File: config.mk
export PLATFORM = sky130hd
export DESIGN_NAME = dmem_dma_flat
export DESIGN_NICKNAME = d
export VERILOG_FILES = /design/src/rtl/dmem_dma_if.sv /design/src/rtl/dmem_dma.sv /design/src/flat_wrapper.sv
export SDC_FILE = /design/constraint.sdc
export NUM_CORES = 1
export LEC_CHECK = 0
export ABC_AREA = 1
export BUFFER_PORTS_ARGS = -buffer_cell sky130_fd_sc_hd__buf_4
export CORE_ASPECT_RATIO = 1.5
export CORE_MARGIN = 3
export CORE_UTILIZATION = 53
export DETAILED_ROUTE_END_ITERATION = 12
export GPL_TIMING_DRIVEN = 0
export PLACE_DENSITY = 0.82
export SLEW_MARGIN = 10
export SYNTH_ARGS = -nofsm -noshare
export SYNTH_HDL_FRONTEND = slang
export SYNTH_SLANG_ARGS = --single-unit
export TNS_END_PERCENT = 10
File: constraint.sdc
create_clock -name clk -period 2.65 [get_ports clk]
set_input_delay 0.3975 -clock clk [delete_from_list [all_inputs] [get_ports clk]]
set_output_delay 0.3975 -clock clk [all_outputs]
set_load 0.05 [all_outputs]
File: src/rtl/dmem_dma_if.sv
// Control and memory-port bundle for the dmem_dma block-transfer engine.
// The engine takes the slave side; the CPU/memory side takes the master side.
interface dmem_dma_if #(
  parameter int AW = 8,
  parameter int DW = 8
);
  logic          start;
  logic          mode;
  logic [AW-1:0] src;
  logic [AW-1:0] dst;
  logic [AW:0]   len;
  logic [DW-1:0] fill_val;
  logic          abort;
  logic          busy;
  logic          done;
  logic          aborted;
  logic [AW-1:0] mem_a;
  logic [DW-1:0] mem_wd;
  logic          mem_we;
  logic [DW-1:0] mem_rd;

  modport slave (
    input  start, mode, src, dst, len,
    input  fill_val, abort, mem_rd,
    output busy, done, aborted,
    output mem_a, mem_wd, mem_we
  );

  modport master (
    output start, mode, src, dst, len,
    output fill_val, abort, mem_rd,
    input  busy, done, aborted,
    input  mem_a, mem_wd, mem_we
  );
endinterface

File: src/rtl/dmem_dma.sv
// Data-memory block engine: overlap-safe copy or constant fill
// of len bytes, driving the memory A/WD/WE port while busy.
module dmem_dma #(
  parameter int AW = 8,
  parameter int DW = 8
) (
  input logic       clk,
  input logic       rst,
  dmem_dma_if.slave bus
);
  typedef enum logic [2:0] {
    IDLE, RD, WR, FILL, FIN
  } state_t;

  localparam logic [AW-1:0] ONE  = AW'(1);
  localparam logic [AW:0]   CONE = (AW+1)'(1);

  state_t        state, nxt;
  logic [AW-1:0] sptr, dptr;
  logic [AW:0]   cnt;
  logic [DW-1:0] buf_q, fill_q;
  logic          desc, aborted_q;
  logic [AW-1:0] diff, lenm1, step;
  logic          desc_in, busy_s, last;

  // Destination starting inside the source window must be written top-down.
  assign diff    = bus.dst - bus.src;
  assign desc_in = (diff != '0) && ({1'b0, diff} < bus.len);
  assign lenm1   = bus.len[AW-1:0] - ONE;
  assign step    = desc ? '1 : ONE;
  assign busy_s  = (state == RD) || (state == WR) ||
                   (state == FILL);
  assign last    = (cnt == CONE);

  always_ff @(posedge clk) begin
    if (rst) begin
      state     <= IDLE;
      sptr      <= '0;
      dptr      <= '0;
      cnt       <= '0;
      buf_q     <= '0;
      fill_q    <= '0;
      desc      <= 1'b0;
      aborted_q <= 1'b0;
    end else begin
      state     <= nxt;
      aborted_q <= busy_s && bus.abort;
      unique case (state)
        IDLE: if (bus.start) begin
          cnt    <= bus.len;
          fill_q <= bus.fill_val;
          desc   <= desc_in && !bus.mode;
          if (desc_in && !bus.mode) begin
            sptr <= bus.src + lenm1;
            dptr <= bus.dst + lenm1;
          end else begin
            sptr <= bus.src;
            dptr <= bus.dst;
          end
        end
        RD: buf_q <= bus.mem_rd;
        WR: begin
          sptr <= sptr + step;
          dptr <= dptr + step;
          cnt  <= cnt - CONE;
        end
        FILL: begin
          dptr <= dptr + ONE;
          cnt  <= cnt - CONE;
        end
        default: ;
      endcase
    end
  end

  always_comb begin
    nxt = state;
    unique case (state)
      IDLE: if (bus.start) begin
        if (bus.len == '0) nxt = FIN;
        else if (bus.mode) nxt = FILL;
        else               nxt = RD;
      end
      RD:      nxt = WR;
      WR:      nxt = last ? FIN : RD;
      FILL:    nxt = last ? FIN : FILL;
      FIN:     nxt = IDLE;
      default: nxt = IDLE;
    endcase
    if (busy_s && bus.abort) nxt = IDLE;
  end

  always_comb begin
    bus.mem_a  = '0;
    bus.mem_wd = '0;
    bus.mem_we = 1'b0;
    unique case (state)
      RD: bus.mem_a = sptr;
      WR: begin
        bus.mem_a  = dptr;
        bus.mem_wd = buf_q;
        bus.mem_we = 1'b1;
      end
      FILL: begin
        bus.mem_a  = dptr;
        bus.mem_wd = fill_q;
        bus.mem_we = 1'b1;
      end
      default: ;
    endcase
    if (rst || bus.abort) bus.mem_we = 1'b0;
  end

  assign bus.busy    = busy_s;
  assign bus.done    = (state == FIN);
  assign bus.aborted = aborted_q;
endmodule

File: src/flat_wrapper.sv
// flat-port wrapper written by rule: the top's interface ports become plain ports
module dmem_dma_flat 
#(
  parameter int AW = 8,
  parameter int DW = 8
)
  (clk, rst, bus_start, bus_mode, bus_src, bus_dst, bus_len, bus_fill_val, bus_abort, bus_mem_rd, bus_busy, bus_done, bus_aborted, bus_mem_a, bus_mem_wd, bus_mem_we);
  dmem_dma_if #(.AW(AW), .DW(DW)) bus_i ();
  input logic clk;
  input logic rst;
  input wire logic [$bits(bus_i.start)-1:0] bus_start;
  input wire logic [$bits(bus_i.mode)-1:0] bus_mode;
  input wire logic [$bits(bus_i.src)-1:0] bus_src;
  input wire logic [$bits(bus_i.dst)-1:0] bus_dst;
  input wire logic [$bits(bus_i.len)-1:0] bus_len;
  input wire logic [$bits(bus_i.fill_val)-1:0] bus_fill_val;
  input wire logic [$bits(bus_i.abort)-1:0] bus_abort;
  input wire logic [$bits(bus_i.mem_rd)-1:0] bus_mem_rd;
  output wire logic [$bits(bus_i.busy)-1:0] bus_busy;
  output wire logic [$bits(bus_i.done)-1:0] bus_done;
  output wire logic [$bits(bus_i.aborted)-1:0] bus_aborted;
  output wire logic [$bits(bus_i.mem_a)-1:0] bus_mem_a;
  output wire logic [$bits(bus_i.mem_wd)-1:0] bus_mem_wd;
  output wire logic [$bits(bus_i.mem_we)-1:0] bus_mem_we;
  assign bus_i.start = bus_start;
  assign bus_i.mode = bus_mode;
  assign bus_i.src = bus_src;
  assign bus_i.dst = bus_dst;
  assign bus_i.len = bus_len;
  assign bus_i.fill_val = bus_fill_val;
  assign bus_i.abort = bus_abort;
  assign bus_i.mem_rd = bus_mem_rd;
  assign bus_busy = bus_i.busy;
  assign bus_done = bus_i.done;
  assign bus_aborted = bus_i.aborted;
  assign bus_mem_a = bus_i.mem_a;
  assign bus_mem_wd = bus_i.mem_wd;
  assign bus_mem_we = bus_i.mem_we;
  dmem_dma #(.AW(AW), .DW(DW)) u_core (.clk(clk), .rst(rst), .bus(bus_i));
endmodule
==> results of run 1 <==
==> synthesized netlist by cell type (2+ instances only) <==
master / n / area, um^2
clkbuf_1: 9 / 33.78
a21boi_0: 2 / 15.01
nand3b_1: 5 / 37.54
o21ai_0: 53 / 265.3
nor3_1: 10 / 50.05
o22ai_1: 13 / 81.33
a22o_1: 4 / 35.03
nand3_2: 3 / 30.03
xor2_1: 18 / 157.7
a31oi_1: 4 / 25.02
o21ai_2: 7 / 61.31
buf_2: 4 / 20.02
nor2_1: 30 / 112.6
ha_1: 43 / 538.0
nand3_1: 28 / 140.1
nor2_4: 2 / 22.52
inv_1: 114 / 427.9
nand2_1: 128 / 480.5
o211ai_1: 2 / 15.01
fa_1: 5 / 100.1
dfxtp_1: 46 / 920.9
a21oi_1: 57 / 285.3
nand4_1: 13 / 81.33
xnor2_1: 7 / 61.31
nand2_2: 11 / 68.82
and2_1: 2 / 12.51
a21oi_2: 13 / 113.9
inv_2: 9 / 33.78
nor2_2: 4 / 25.02
==> flip-flops by register name (all words and copies together) (netlist names) <==
| name | cells |
|---|---|
| u_core.sptr | 8 |
| u_core.dptr | 8 |
| u_core.desc | 1 |
| u_core.buf_q | 8 |
| u_core.bus.aborted | 1 |
| u_core.state | 3 |
| u_core.cnt | 9 |
| u_core.fill_q | 8 |
==> how the worst min path moves through the flow <==
stage,from,end,slack [ps],cells past startpoint
global placement,u_core.buf_q[3],u_core.buf_q[3],440,2
detailed placement,u_core.fill_q[1],u_core.fill_q[1],450,2
finish,rst,u_core.cnt[3],310,2
CTS,rst,u_core.cnt[3],310,2
floorplan,u_core.buf_q[5],u_core.buf_q[5],430,2
global route,rst,u_core.cnt[3],320,2
==> area by class of cell <==
| cell class | instances | area share [%] |
|---|---|---|
| repair buffers | 78 | 11.43 |
| flip-flops and latches | 46 | 16.65 |
| plain buffers | 17 | 1.807 |
| clock inverters | 2 | 1.084 |
| clock buffers | 6 | 2.507 |
| well taps | 105 | 2.372 |
| multi-input cells | 477 | 55.77 |
| inverters | 123 | 8.380 |
==> logic make-up after synthesis <==
family	Yosys count	share of synthesized area, %
simple gates	240	25.06
fa+ha+maj	48	14.46
buf+inv	140	12.64
flops	46	20.86
compound gates	164	22.02
xor+xnor	25	4.960
==> routing by layer <==
layer / global-route usage [%] / vias to the layer above
met4: 19.87 / 0
met1: 28.50 / 2229
met5: 0 / -
li1: - / 2362
met2: 51.50 / 186
met3: 3.982 / 68
==> per-stage QoR <==
step	utilization, %	cell area, um^2	std cells	power (W)
6_report	68.74	5539	854	0.003785
5_1_grt	68.74	5539	854	0.004039
4_1_cts	67.50	5439	850	0.003710
3_5_place_dp	62.56	5041	833	0.002778
3_3_place_gp	62.56	5041	833	0.002714
2_1_floorplan	-	4422	663	0.002298
==> worst reg2reg max path: stages, from the launching register on <==
cell and delay (ps):
dfxtp_2 370, inv_2 50, nor2_4 110, inv_2 40, nor2_1 140, inv_2 130, nand2_4 110, inv_2 80
ha_1 280, inv_1 90, nor2_1 60, o21ai_1 130, nand2_1 90, nand2_1 90, nand2_1 60, a21o_1 160
a21oi_1 110, o21ai_0 100, nand2_1 70, inv_1 50, a21oi_2 110
==> where the power goes <==
group | internal, W | leakage [nW] | switching, W | total, W
sequential | 0.000851 | 0.380 | 0.000120 | 0.000971
clock | 0.000566 | 0.0971 | 0.000275 | 0.000841
combinational | 0.000715 | 2.30 | 0.00126 | 0.00197
total | 0.00213 | 2.78 | 0.00165 | 0.00379
==> timing repair <==
item                                    CTS  global route
buffers inserted                          7             4
gates cloned                              2             0
resized for setup                        24            21
endpoints found under the setup margin   25            25
pin swaps                                19             8
==> results.md, run 1 <==
- Levels on crit path: 21
- Die Height: 117.8 um
- Most frequent cells in the layout: 123 x nand2_1, 109 x inv_1, 76 x buf_4
- Largest net degree at the start of global routing: 15
- Area Overhead vs Synth: 25.48%
- Final hold viol count: 0
- Setup WS pre-CTS: -529.0 ps
- Clock Skews: 2.896 ps
- Status: finished, violations left
- Number of flops mapped to enable cells by yosys: 0
- Row count: 40
- Top Ports: 66
- Worst path top cell family by delay: simple AND/OR/NAND/NOR gates
- CP Launch Point: bus_dst[0]
- Post-Route M1 WL: 4810 um
- Worst path cell trace: buf_8 -> inv_4 -> ha_4 -> inv_2 -> fa_2 -> xor2_2 -> ha_4 -> a21oi_2 -> nand2_1 -> nand2_1 -> nand2_1 -> nand2_1 -> nand2_1 -> nand2_1 -> nand2_2 -> nand2_4 -> nand3_4 -> buf_8 -> o21ai_4 -> nand2_2 -> a21oi_2
- Share of cells above drive strength 1: 23.36%
- RSZ-0062 raised after global routing: true
- CP peak stage delay: 370 ps
- Asr flop ratio synth: 0%
- Root buf cell: clkbuf_16
- First-pass GRT wire length: 21490 um
- TritonCTS sink count: 46
- Routability Congestion: 0.9051
- Min Hold Slack: 314.0 ps
- Number of remaining DRC errors: 0
- TritonCTS clock tree: done
- Most Frequent Cell on Critical Path: nand2_1
- Max_slew headroom: 58.10%
- Cells after Synth: 663
- Clk slew on worst S/H paths: 60 ps
- Area occupied by multi-input gates: 3089 um^2
- Number of global-route vias before repair: 4864
- Worst min path class: input port to flop
- Filler instances: 686
- Initial cell density of the core: 54.78%
- Pre-antenna DRT Iters: 5
- Bufs and invs on worst path: 4
- Final TNS setup: -95.38 ps
- Maximum clock path buffer count: 2
- ANT cells: 0
- Initial antenna violation count: 0
- YS warnings: 0
- Main synth FF type: dfxtp_1
- Routed met2 length: 7167 um
- Period utilization: 101.9%
- Critical path arrival: 2930 ps
- CTS H-tree lvls: 2
- Critical path launch point type: input port
- Top Metal Used: met4
- CP max-delay cell: fa_2
- Violated checks: negative setup slack
- Max-cap viol count: 0
- CP Max Fanout: 7
- Cts hold-fix bufs: 0
- Register area: 922.1 um^2
- Die ar.: 9483 um^2
- Net Count, Synth: 757
- CP Capture Point: u_core.sptr[7]
- Port bufs: 65
- R2R Setup Slk: 160 ps
- Seq cells post-synth: 46
- Synth cell types: 46
- Maximum VDD drop: 0.4848 mV
- DP Wirelength: 10180 um
- Fin nets: 842
- Clk_lat worst skew: 290 ps
- Cell Area, Synth: 4414 um^2
- Max-slew violations: 0
- Tot GR Track Use: 28.39%
- Fin worst setup slack: -49.21 ps
- Avg Inst Size Synth: 6.658 um^2
- Post-route ant nets: 0
- Die X: 80.52 um
- Routed WL: 13580 um
- DR iter-0 viols: 288
- Avg WL per Cell: 15.90 um
- Vias per cell: 5.673
- Worst Tran Pin Value: 628.5 ps
- RR Endpoint: u_core.dptr[6]
- R2R depth: 20
- Global route total overflow: 0
- Worst setup path category: input port to flop
- Via count: 4845
- Period minus WS final: 2699 ps
- Num CTS Buffers: 5
- WP data required: 2880 ps
- FMAX: 0.3705 GHz
- LEAKAGE: 2.776 nW
- Pwr Density: 683.4 nW/um^2
- Core Area: 8058 um^2
- Most common cell after layout, fill and taps aside: nand2_1
- RR Startpoint: u_core.state[1]
- Setup crit end kind: flop
- Final-report setup violation count: 5
- Metal3 WL: 680 um
- Register area share after synthesis: 20.86%
(Power assumes the default switching activity.)
==> inputs of run 2 (changes only) <==
--- a/config.mk
+++ b/config.mk
@@ -5,14 +5,14 @@
 export SDC_FILE = /design/constraint.sdc
 export NUM_CORES = 1
 export LEC_CHECK = 0
-export ABC_AREA = 1
+export ABC_AREA = 0
 export BUFFER_PORTS_ARGS = -buffer_cell sky130_fd_sc_hd__buf_4
 export CORE_ASPECT_RATIO = 1.5
 export CORE_MARGIN = 3
-export CORE_UTILIZATION = 53
+export CORE_UTILIZATION = 52
 export DETAILED_ROUTE_END_ITERATION = 12
 export GPL_TIMING_DRIVEN = 0
-export PLACE_DENSITY = 0.82
+export PLACE_DENSITY = 0.81
 export SLEW_MARGIN = 10
 export SYNTH_ARGS = -nofsm -noshare
 export SYNTH_HDL_FRONTEND = slang
==> run 2 against run 1 <==
Against the previous run: global-route usage rose by 0.53 points; power decreased by 28%; largest power group unchanged; the flow still finishes with violations (negative setup slack); critical path depth fell by 5.
==> results.md, run 2 <==
- Worst path cell trace: buf_12 -> inv_12 -> ha_4 -> inv_2 -> fa_2 -> a211oi_2 -> o21bai_1 -> a21oi_2 -> xnor2_2 -> ha_4 -> or3_4 -> o32ai_4 -> buf_12 -> nand2_4 -> o2111ai_2 -> o211ai_1
- Placed cells: 699 (-16%)
- Post-synth top cells: 56 x nand2_1, 51 x a21oi_1, 46 x dfxtp_1
- Tot GR Track Use: 28.93% (+0.53 points)
- Vias per cell: 6.115 (+7.8%)
- Clk slew on worst S/H paths: 90 ps (+30 ps)
- Root buf cell: clkbuf_8
- Status: finished, violations left
- Max_slew headroom: 48.70% (-9.4 points)
- Maximum VDD drop: 0.2743 mV (-43%)
- Core Area: 7417 um^2 (-8.0%)
- Area Overhead vs Synth: 25.98%
- Largest register FFs: 9 (unchanged)
- Fin worst setup slack: -256.3 ps (-207.1 ps)
- Global route total overflow: 0 (unchanged)
- Routability Congestion: 0.9058 (about the same)
- DR iter-0 viols: 408 (+42%)
- Avg WL per Cell: 17.71 um (+11%)
- Post-Layout Cell Count: 719 (-16%)
- Routed WL: 12730 um (-6.2%)
- Net Count, Synth: 628 (-17%)
- Initial antenna violation count: 0 (unchanged)
- Leading cell type by number of instances after synthesis: nand2_1
- DP Wirelength: 10080 um (-0.91%)
- ANT cells: 0 (unchanged)
- Worst path top cell family by delay: compound AO/OA/AOI/OAI gates
- Setup crit end kind: flop
- Register area share after synthesis: 22.65% (+1.8 points)
- TritonCTS sink count: 46 (unchanged)
- Die ar.: 8936 um^2 (-5.8%)
- Violated checks: negative setup slack
- Row count: 38 (-5.0%)
- CTS H-tree lvls: 2 (unchanged)
- Period minus WS final: 2906 ps (+207.1 ps)
- Asr flop ratio synth: 0% (unchanged)
- Number of remaining DRC errors: 0 (unchanged)
- Die Height: 114.3 um (-3.0%)
- Synth area leader: dfxtp_1
- Num CTS Buffers: 5 (unchanged)
- RSZ-0062 raised after global routing: true
- Main synth FF type: dfxtp_1
- Bufs and invs on worst path: 4 (unchanged)
- Final Util: 69.05% (+0.30 points)
- Worst Tran Pin Value: 767.5 ps (+138.9 ps)
- Most frequent cells in the layout: 74 x buf_4, 55 x nand2_1, 48 x a21oi_1
- WP data required: 2830 ps (-50 ps)
- TritonCTS clock tree: done
- Final-report setup violation count: 17 (+12)
- CP max-delay cell: or3_4
- First-pass GRT wire length: 20430 um (-4.9%)
- Die X: 78.19 um (-2.9%)
- Synth top area cells: dfxtp_1 23%, ha_1 13%, a21oi_1 6.3%
- Pwr Density: 529.6 nW/um^2 (-22%)
- Max-slew violations: 0 (unchanged)
- Cells after Synth: 534 (-19%)
- Most common cell after layout, fill and taps aside: buf_4
- Fin nets: 712 (-15%)
- Share of cells above drive strength 1: 20.84% (-2.5 points)
- Number of flops mapped to enable cells by yosys: 0 (unchanged)
- Number of global-route vias before repair: 4344 (-11%)
- Worst min path class: input port to flop
- Pre-antenna DRT Iters: 5 (unchanged)
- Critical path launch point type: input port
- Post-synth top area share: 22.65% (+1.8 points)
- Initial cell density of the core: 54.81% (about the same)
- FMAX: 0.3441 GHz (-7.1%)
- Final hold viol count: 0 (unchanged)
- Seq cells post-synth: 46 (unchanged)
- YS warnings: 0 (unchanged)
- CP Max Fanout: 6 (-1)
- Via count: 4397 (-9.2%)
- Top reg by flops: u_core.cnt
- Cell Area, Synth: 4065 um^2 (-7.9%)
- Worst setup path category: input port to flop
- Critical path arrival: 3090 ps (+160 ps)
- Synth cell types: 56 (+22%)
- Max-cap viol count: 0 (unchanged)
- LEAKAGE: 2.189 nW (-21%)
- Period utilization: 109.7% (+7.8 points)
- CP peak stage delay: 400 ps (+30 ps)
- Largest net degree at the start of global routing: 16 (+1)
- Clock Skews: 8.465 ps (+5.569 ps)
- Clk_lat worst skew: 320 ps (+30 ps)
- Cts hold-fix bufs: 0 (unchanged)
- Avg Inst Size Synth: 7.613 um^2 (+14%)
- Top Ports: 66 (unchanged)
- Maximum clock path buffer count: 2 (unchanged)
- Port bufs: 65 (unchanged)
- Post-route ant nets: 0 (unchanged)
-- run 2: changes by cell type in the layout (fill, tap and decap cells not counted), moves of 10 or more --
cell     previous run  this run
inv_1             109        32
nand2_1           123        55
o21ai_0            51        27
a21oi_2            17         3
nand2_2            12         0
o22ai_1            13         2
inv_2              13         3
-- run 2: worst register-to-register path: stages, from the launching register on --
cell and delay, ps:
dfxtp_1 380, nand2b_2 290, o21ai_1 240, inv_2 130
ha_1 330, nor2b_1 160, o21ai_0 190, a21oi_1 120
o21ai_1 180, a21oi_1 90, nor4_1 330, o311a_1 240
-- run 2: cell families (layout without fill, tap and decap cells) --
kind of cell    after synthesis  after routing  synth area share [%]
compound gates              157            157                 25.88
fa+ha+maj                    48             48                 15.70
xor+xnor                     30             30                 6.464
buf+inv                      61            146                 5.694
simple gates                184            184                 21.64
mux                           8              8                 1.970
flops                        46             46                 22.65
-- run 2: power breakdown --
| group | switching [W] | leakage (nW) | internal, W |
|---|---|---|---|
| logic | 0.000772 | 1.75 | 0.000536 |
| registers | 0.0000861 | 0.379 | 0.000784 |
| clock network | 0.000253 | 0.0585 | 0.000283 |
-- run 2: per-stage QoR --
stage / total power (W) / setup WS (ps) / instance area [um^2] / hold WS [ps] / TNS, ps
floorplan: 0.001726 / -352.1 / 4154 / 435.7 / -5254
global placement: 0.002023 / -793.1 / 4767 / 442.1 / -13620
detailed placement: 0.002071 / -887.4 / 4767 / 446.3 / -15700
CTS: 0.002665 / -199.1 / 5075 / 322.8 / -2368
global route: 0.002871 / -390.9 / 5121 / 330.3 / -5570
finish: 0.002712 / -256.3 / 5121 / 327.1 / -3318
-- run 2: worst paths after layout --
path | startpoint | to | slack [ps] | cells past startpoint
worst max-delay path | bus_dst[0] | u_core.sptr[7] | -260 | 16
worst min-delay path | bus_fill_val[3] | u_core.fill_q[3] | 330 | 3
worst max register to register | u_core.state[2] | u_core.dptr[6] | -70 | 11
worst min register to register | u_core.buf_q[3] | u_core.buf_q[3] | 460 | 2
-- run 2: timing repair --
item	4_1_cts	5_1_grt
pin swaps	21	3
setup buffers	12	1
endpoints found under the setup margin	38	33
cloned	1	0
gates resized for setup	23	13
-- run 2: area by class of cell --
class | instances | area (um^2)
Buffer | 23 | 110.1
Clock buffer | 5 | 68.82
Clock inverter | 3 | 43.79
Fill cell | 630 | 2296
Inverter | 36 | 147.6
Multi-Input combinational cell | 427 | 3078
Sequential cell | 46 | 922.1
Tap cell | 100 | 125.1
Timing Repair Buffer | 79 | 625.6
-- run 2: routing by layer --
layer,share of wire (%),vias to the layer above,track usage (%)
li1,-,2125,-
met1,38,2030,30.65
met2,51,188,53.26
met3,5.0,54,3.150
met4,6.6,0,19.14
met5,0,-,0
